==> config.mk <==
export PLATFORM = sky130hd
export DESIGN_NAME = seq_divider_flat
export DESIGN_NICKNAME = d
export VERILOG_FILES = /design/src/rtl/seq_divider_if.sv /design/src/rtl/seq_divider.sv /design/src/flat_wrapper.sv
export SDC_FILE = /design/constraint.sdc
export NUM_CORES = 1
export LEC_CHECK = 0
export ABC_AREA = 1
export CAP_MARGIN = 30
export CORE_MARGIN = 2
export CORE_UTILIZATION = 45
export CTS_CLUSTER_SIZE = 8
export DETAILED_ROUTE_END_ITERATION = 7
export GPL_TIMING_DRIVEN = 0
export HOLD_SLACK_MARGIN = 0.03
export PLACE_DENSITY = 0.7
export REMOVE_ABC_BUFFERS = 1
export SYNTH_ARGS = -nofsm -noshare
export SYNTH_HDL_FRONTEND = slang
export SYNTH_SLANG_ARGS = --single-unit
==> constraint.sdc <==
create_clock -name clk -period 1.95 [get_ports clk]
set_input_delay 0.195 -clock clk [delete_from_list [all_inputs] [get_ports clk]]
set_output_delay 0.195 -clock clk [all_outputs]
set_load 0.01 [all_outputs]
==> src/rtl/seq_divider_if.sv <==
// Handshake and operand/result bundle for the sequential divider.
// The master side issues start with operands; the slave side returns status and results.
interface seq_divider_if #(
    parameter int WIDTH = 32
) ();
    logic             start;
    logic [WIDTH-1:0] in1;
    logic [WIDTH-1:0] in2;
    logic             busy;
    logic             done;
    logic             div_by_zero;
    logic [WIDTH-1:0] quotient;
    logic [WIDTH-1:0] remainder;

    modport master (
        output start, in1, in2,
        input  busy, done, div_by_zero, quotient, remainder
    );

    modport slave (
        input  start, in1, in2,
        output busy, done, div_by_zero, quotient, remainder
    );
endinterface

==> src/rtl/seq_divider.sv <==
// Sequential unsigned restoring divider: one quotient bit per clock.
// The subtract is an add of the shifted partial remainder with the inverted
// divisor and carry-in 1; the carry-out means "no borrow" (trial fits).
// Results are held in dedicated registers so intermediate values never show.
module seq_divider #(
    parameter int WIDTH = 32
) (
    input  logic          clk,
    input  logic          rst_n,
    seq_divider_if.slave  bus
);
    localparam int CW = $clog2(WIDTH + 1);

    typedef enum logic [1:0] {
        S_IDLE = 2'd0,
        S_CALC = 2'd1,
        S_DONE = 2'd2
    } state_t;

    state_t           r_state;
    state_t           w_state_nxt;
    logic [WIDTH-1:0] r_dividend;
    logic [WIDTH-1:0] r_divisor;
    logic [WIDTH:0]   r_rem;
    logic [CW-1:0]    r_cnt;
    logic [WIDTH-1:0] r_quot;
    logic [WIDTH-1:0] r_remo;
    logic             r_dbz;
    logic             r_busy;
    logic             r_done;

    logic             w_accept;
    logic             w_zero_div;
    logic             w_last;
    logic             w_qbit;
    logic             w_busy_nxt;
    logic             w_done_nxt;
    logic [WIDTH:0]   w_shift;
    logic [WIDTH+1:0] w_trial;
    logic [WIDTH:0]   w_rem_nxt;

    assign w_accept   = (r_state == S_IDLE) && bus.start;
    assign w_zero_div = (bus.in2 == {WIDTH{1'b0}});
    assign w_last     = (r_state == S_CALC) && (r_cnt == CW'(1));

    // Shift the next dividend bit into the partial remainder, then trial-subtract.
    assign w_shift   = (r_rem << 1) | {{WIDTH{1'b0}}, r_dividend[WIDTH-1]};
    assign w_trial   = {1'b0, w_shift} + {1'b0, ~{1'b0, r_divisor}} + {{(WIDTH+1){1'b0}}, 1'b1};
    assign w_qbit    = w_trial[WIDTH+1];
    assign w_rem_nxt = w_qbit ? w_trial[WIDTH:0] : w_shift;

    // State register.
    always_ff @(posedge clk or negedge rst_n) begin
        if (!rst_n) begin
            r_state <= S_IDLE;
        end else begin
            r_state <= w_state_nxt;
        end
    end

    // Next-state decode: zero divisor skips the iteration entirely.
    always_comb begin
        w_state_nxt = r_state;
        case (r_state)
            S_IDLE: begin
                if (bus.start) begin
                    w_state_nxt = w_zero_div ? S_DONE : S_CALC;
                end else begin
                    w_state_nxt = S_IDLE;
                end
            end
            S_CALC: begin
                if (r_cnt == CW'(1)) begin
                    w_state_nxt = S_DONE;
                end else begin
                    w_state_nxt = S_CALC;
                end
            end
            S_DONE:  w_state_nxt = S_IDLE;
            default: w_state_nxt = S_IDLE;
        endcase
    end

    // Output decode from the next state so busy/done can be registered.
    always_comb begin
        w_busy_nxt = 1'b0;
        w_done_nxt = 1'b0;
        if (w_state_nxt == S_IDLE) begin
            w_busy_nxt = 1'b0;
        end else begin
            w_busy_nxt = 1'b1;
        end
        if (w_state_nxt == S_DONE) begin
            w_done_nxt = 1'b1;
        end else begin
            w_done_nxt = 1'b0;
        end
    end

    // Registered status outputs.
    always_ff @(posedge clk or negedge rst_n) begin
        if (!rst_n) begin
            r_busy <= 1'b0;
            r_done <= 1'b0;
        end else begin
            r_busy <= w_busy_nxt;
            r_done <= w_done_nxt;
        end
    end

    // Iteration datapath: load operands on accept, shift/subtract while calculating.
    always_ff @(posedge clk or negedge rst_n) begin
        if (!rst_n) begin
            r_dividend <= {WIDTH{1'b0}};
            r_divisor  <= {WIDTH{1'b0}};
            r_rem      <= {(WIDTH+1){1'b0}};
            r_cnt      <= {CW{1'b0}};
        end else if (w_accept) begin
            r_dividend <= bus.in1;
            r_divisor  <= bus.in2;
            r_rem      <= {(WIDTH+1){1'b0}};
            r_cnt      <= CW'(WIDTH);
        end else if (r_state == S_CALC) begin
            r_dividend <= {r_dividend[WIDTH-2:0], w_qbit};
            r_rem      <= w_rem_nxt;
            r_cnt      <= r_cnt - CW'(1);
        end
    end

    // Result registers: written only when DONE is entered, held otherwise.
    always_ff @(posedge clk or negedge rst_n) begin
        if (!rst_n) begin
            r_quot <= {WIDTH{1'b0}};
            r_remo <= {WIDTH{1'b0}};
            r_dbz  <= 1'b0;
        end else if (w_accept && w_zero_div) begin
            r_quot <= {WIDTH{1'b1}};
            r_remo <= bus.in1;
            r_dbz  <= 1'b1;
        end else if (w_last) begin
            r_quot <= {r_dividend[WIDTH-2:0], w_qbit};
            r_remo <= w_rem_nxt[WIDTH-1:0];
            r_dbz  <= 1'b0;
        end
    end

    assign bus.busy        = r_busy;
    assign bus.done        = r_done;
    assign bus.div_by_zero = r_dbz;
    assign bus.quotient    = r_quot;
    assign bus.remainder   = r_remo;
endmodule
==> src/flat_wrapper.sv <==
// flat-port wrapper written by rule: the top's interface ports become plain ports
module seq_divider_flat 
#(
    parameter int WIDTH = 32
)
  (clk, rst_n, bus_start, bus_in1, bus_in2, bus_busy, bus_done, bus_div_by_zero, bus_quotient, bus_remainder);
  seq_divider_if #(.WIDTH(WIDTH)) bus_i ();
  input  logic clk;
  input  logic rst_n;
  input wire logic [$bits(bus_i.start)-1:0] bus_start;
  input wire logic [$bits(bus_i.in1)-1:0] bus_in1;
  input wire logic [$bits(bus_i.in2)-1:0] bus_in2;
  output wire logic [$bits(bus_i.busy)-1:0] bus_busy;
  output wire logic [$bits(bus_i.done)-1:0] bus_done;
  output wire logic [$bits(bus_i.div_by_zero)-1:0] bus_div_by_zero;
  output wire logic [$bits(bus_i.quotient)-1:0] bus_quotient;
  output wire logic [$bits(bus_i.remainder)-1:0] bus_remainder;
  assign bus_i.start = bus_start;
  assign bus_i.in1 = bus_in1;
  assign bus_i.in2 = bus_in2;
  assign bus_busy = bus_i.busy;
  assign bus_done = bus_i.done;
  assign bus_div_by_zero = bus_i.div_by_zero;
  assign bus_quotient = bus_i.quotient;
  assign bus_remainder = bus_i.remainder;
  seq_divider #(.WIDTH(WIDTH)) u_core (.clk(clk), .rst_n(rst_n), .bus(bus_i));
endmodule
==> metrics.cfg <==
[outcome]
status=finished, violations left
violations=negative setup slack

[global_route]
antenna_found_initial=0
grt_pass1_vias=9698
grt_max_degree=123
grt_pass1_wl_um=50800
grtUsageTotal=0.270
grt.overflow.total=0

[sta]
skew_ns=0.00917
fin_crit_sh=1.12
worst_pin_slew_ns=0.599
setup_viol=66
fin_ws_ns=-0.240
rsz0062_at_grt=true
hold_violations=0
fin_setup_tns_ns=-12.01
maxSlewViolCount=0
fmax_mhz=457
max-slew-margin-rel=0.601
period_needed_ns=2.19

[setup_path]
cp_data_arrival_time_ns=2.52
cp_num_buf_inv=2
critPathKind=flip-flop to flip-flop
path_cells=inv_2, ha_4, a21oi_4, nor2_1, nor3_1, nand2_1, nor2_4, nand2_8, inv_12, nand2_1, nand3_1, nand2_1
worst-r2r-setup-slack_ns=-0.24
required_ns=2.28
crit_family=simple AND/OR/NAND/NOR gates
path_common_cell=nand2_1
cp_max_fo=8
r2r-end=u_core.bus.remainder[2]
r2r_cells=12
cp_slowest_cell=dfrtp_1
critPathCaptureType=flip-flop
worstSetupStartpointType=flip-flop
slowest_delay_ns=0.39
r2r-start=u_core.r_divisor[30]

[routing]
antenna_left=0
dr.pass1.iters=6
viasPerCell=5.28
wl_um=31800
drt_iter0_markers=962
post_drt_wl_per_cell_um=16.7
drc=0
via_count=10060

[floorplanning]
start_util=0.461
fp.dieArea_um2=23600
io_pins=134
chipWidth_um=154
core_um2=21900
core.rowCount=54
die_h_um=154

[place]
dp_hpwl_um=19500
place.gp.congestion=0.906
io_buffers=133

[synthesis]
syn_avg_cell_area_um2=7.09
ys_async_sr_fraction=1.00
synthSimpleGateAreaFrac=0.289
ys_top_cells_by_count=497 x nand2_1, 277 x inv_1, 171 x dfrtp_1
yosys.area.top_type_share=0.424
synth_compound_area_frac=0.101
synth_seq_cells=171
synth_area_um2=10100
synth_flop_cell=dfrtp_1
yosysTopAreaCell=dfrtp_1
synth_fa_ha_area_frac=0.0442
synthXorXnorAreaFrac=0.0130
seq_area_frac_synth=0.424
yosys_warnings=0
synth.most_common_cell=nand2_1
synth_mux_area_frac=0
synth_cells=1422
synth_area_leaders=dfrtp_1 42%, nand2_1 18%, inv_1 10%
synth_edf_count=0
synth_top_family_by_area=simple AND/OR/NAND/NOR gates
ys_types=40

[finish]
area_delta_synth_final_pct=39.9
fin_nets=1715
drive_gt1_frac=0.215
diodes=0

[cts]
clk_latency_ns=0.44
cts-root-buf=clkbuf_16
clk_pin_slew_ns=0.07
cts_sinks=171
cts_buffers=17
htreeDepth=4
clock_tree.buffer_depth=2
cts_tree=yes

[min_path]
hold_class=primary input to async pin

[job]
drv_cap=0

cell usage in the layout (no fill, tap or decap), types with 36 or more instances in the layout:
cell,n
a21oi_1,38
buf_4,60
clkdlybuf4s50_1,132
dfrtp_1,157
inv_1,253
nand2_1,412
nand2_2,66
nand2_4,36
nand3_1,58
nor2_1,53
o21ai_0,65
how the worst max path moves through the flow:
stage / end / slack (ns) / start / cells after the start
floorplan: u_core.bus.remainder[17] / -1.62 / u_core.r_state[0] / 10
global placement: u_core.bus.quotient[27] / -6.40 / rst_n / 1
finish: u_core.bus.remainder[2] / -0.24 / u_core.r_divisor[30] / 12
detailed placement: u_core.bus.remainder[1] / -2.01 / u_core.r_state[1] / 11
CTS: u_core.r_rem[24] / -0.18 / u_core.r_rem[28] / 12
global route: u_core.bus.remainder[28] / -0.32 / u_core.r_dividend[31] / 16
layer usage:
layer	vias up	global-route usage	wire length (um)
li1	4793	-	-
met4	0	0.0965	1100
met1	4721	0.369	13600
met3	77	0.0448	2370
met2	469	0.435	14800
met5	-	0	0
repair_timing:
item                                    4_1_cts  5_1_grt
endpoints found under the setup margin      166       90
setup buffers                                43       21
hold buffers                                  1        0
endpoints found under the hold margin        49        0
pin swaps                                    62       44
gates resized for setup                     201       75
gates cloned                                 13        0
area by class of cell:
cell class              count  area [um^2]
multi-input cells         928         5730
well taps                 280          350
clock buffers              19          433
flip-flops and latches    171         4300
repair inverters            3         43.8
inverters                 289         1130
clock inverters            13          160
repair buffers            203         1960
fillers                  1831         7780
state kept, by name (all words and copies together) (netlist names):
register and cells:
u_core.r_dividend 32, u_core.bus.remainder 32, u_core.r_divisor 32, u_core.bus.done 1, u_core.bus.div_by_zero 1, u_core.r_rem 32
u_core.r_state 2, u_core.r_cnt 6, u_core.bus.quotient 32, u_core.bus.busy 1
stage by stage:
stage / hold slack, ns / utilization / setup slack, ns / std cells / instance area [um^2]
final: 0.248 / 0.645 / -0.240 / 1906 / 14100
after global routing: 0.272 / 0.645 / -0.317 / 1906 / 14100
after CTS: 0.254 / 0.626 / -0.178 / 1885 / 13700
after detailed placement: 0.127 / 0.534 / -2.01 / 1796 / 11700
after global placement: 0.465 / 0.528 / -6.40 / 1791 / 11600
after floorplan: -0.101 / - / -1.62 / 1378 / 9870
logic make-up after synthesis:
group,count (synthesis)
AOI/OAI and AO/OA,169
xor gates and xnor gates,15
adders and majority gates,35
buffers and inverters,333
DFF,171
and+or+nand+nor,699
Power is not shown: default switching activity piles up to over one toggle a cycle in this logic, so the estimate is an artifact.
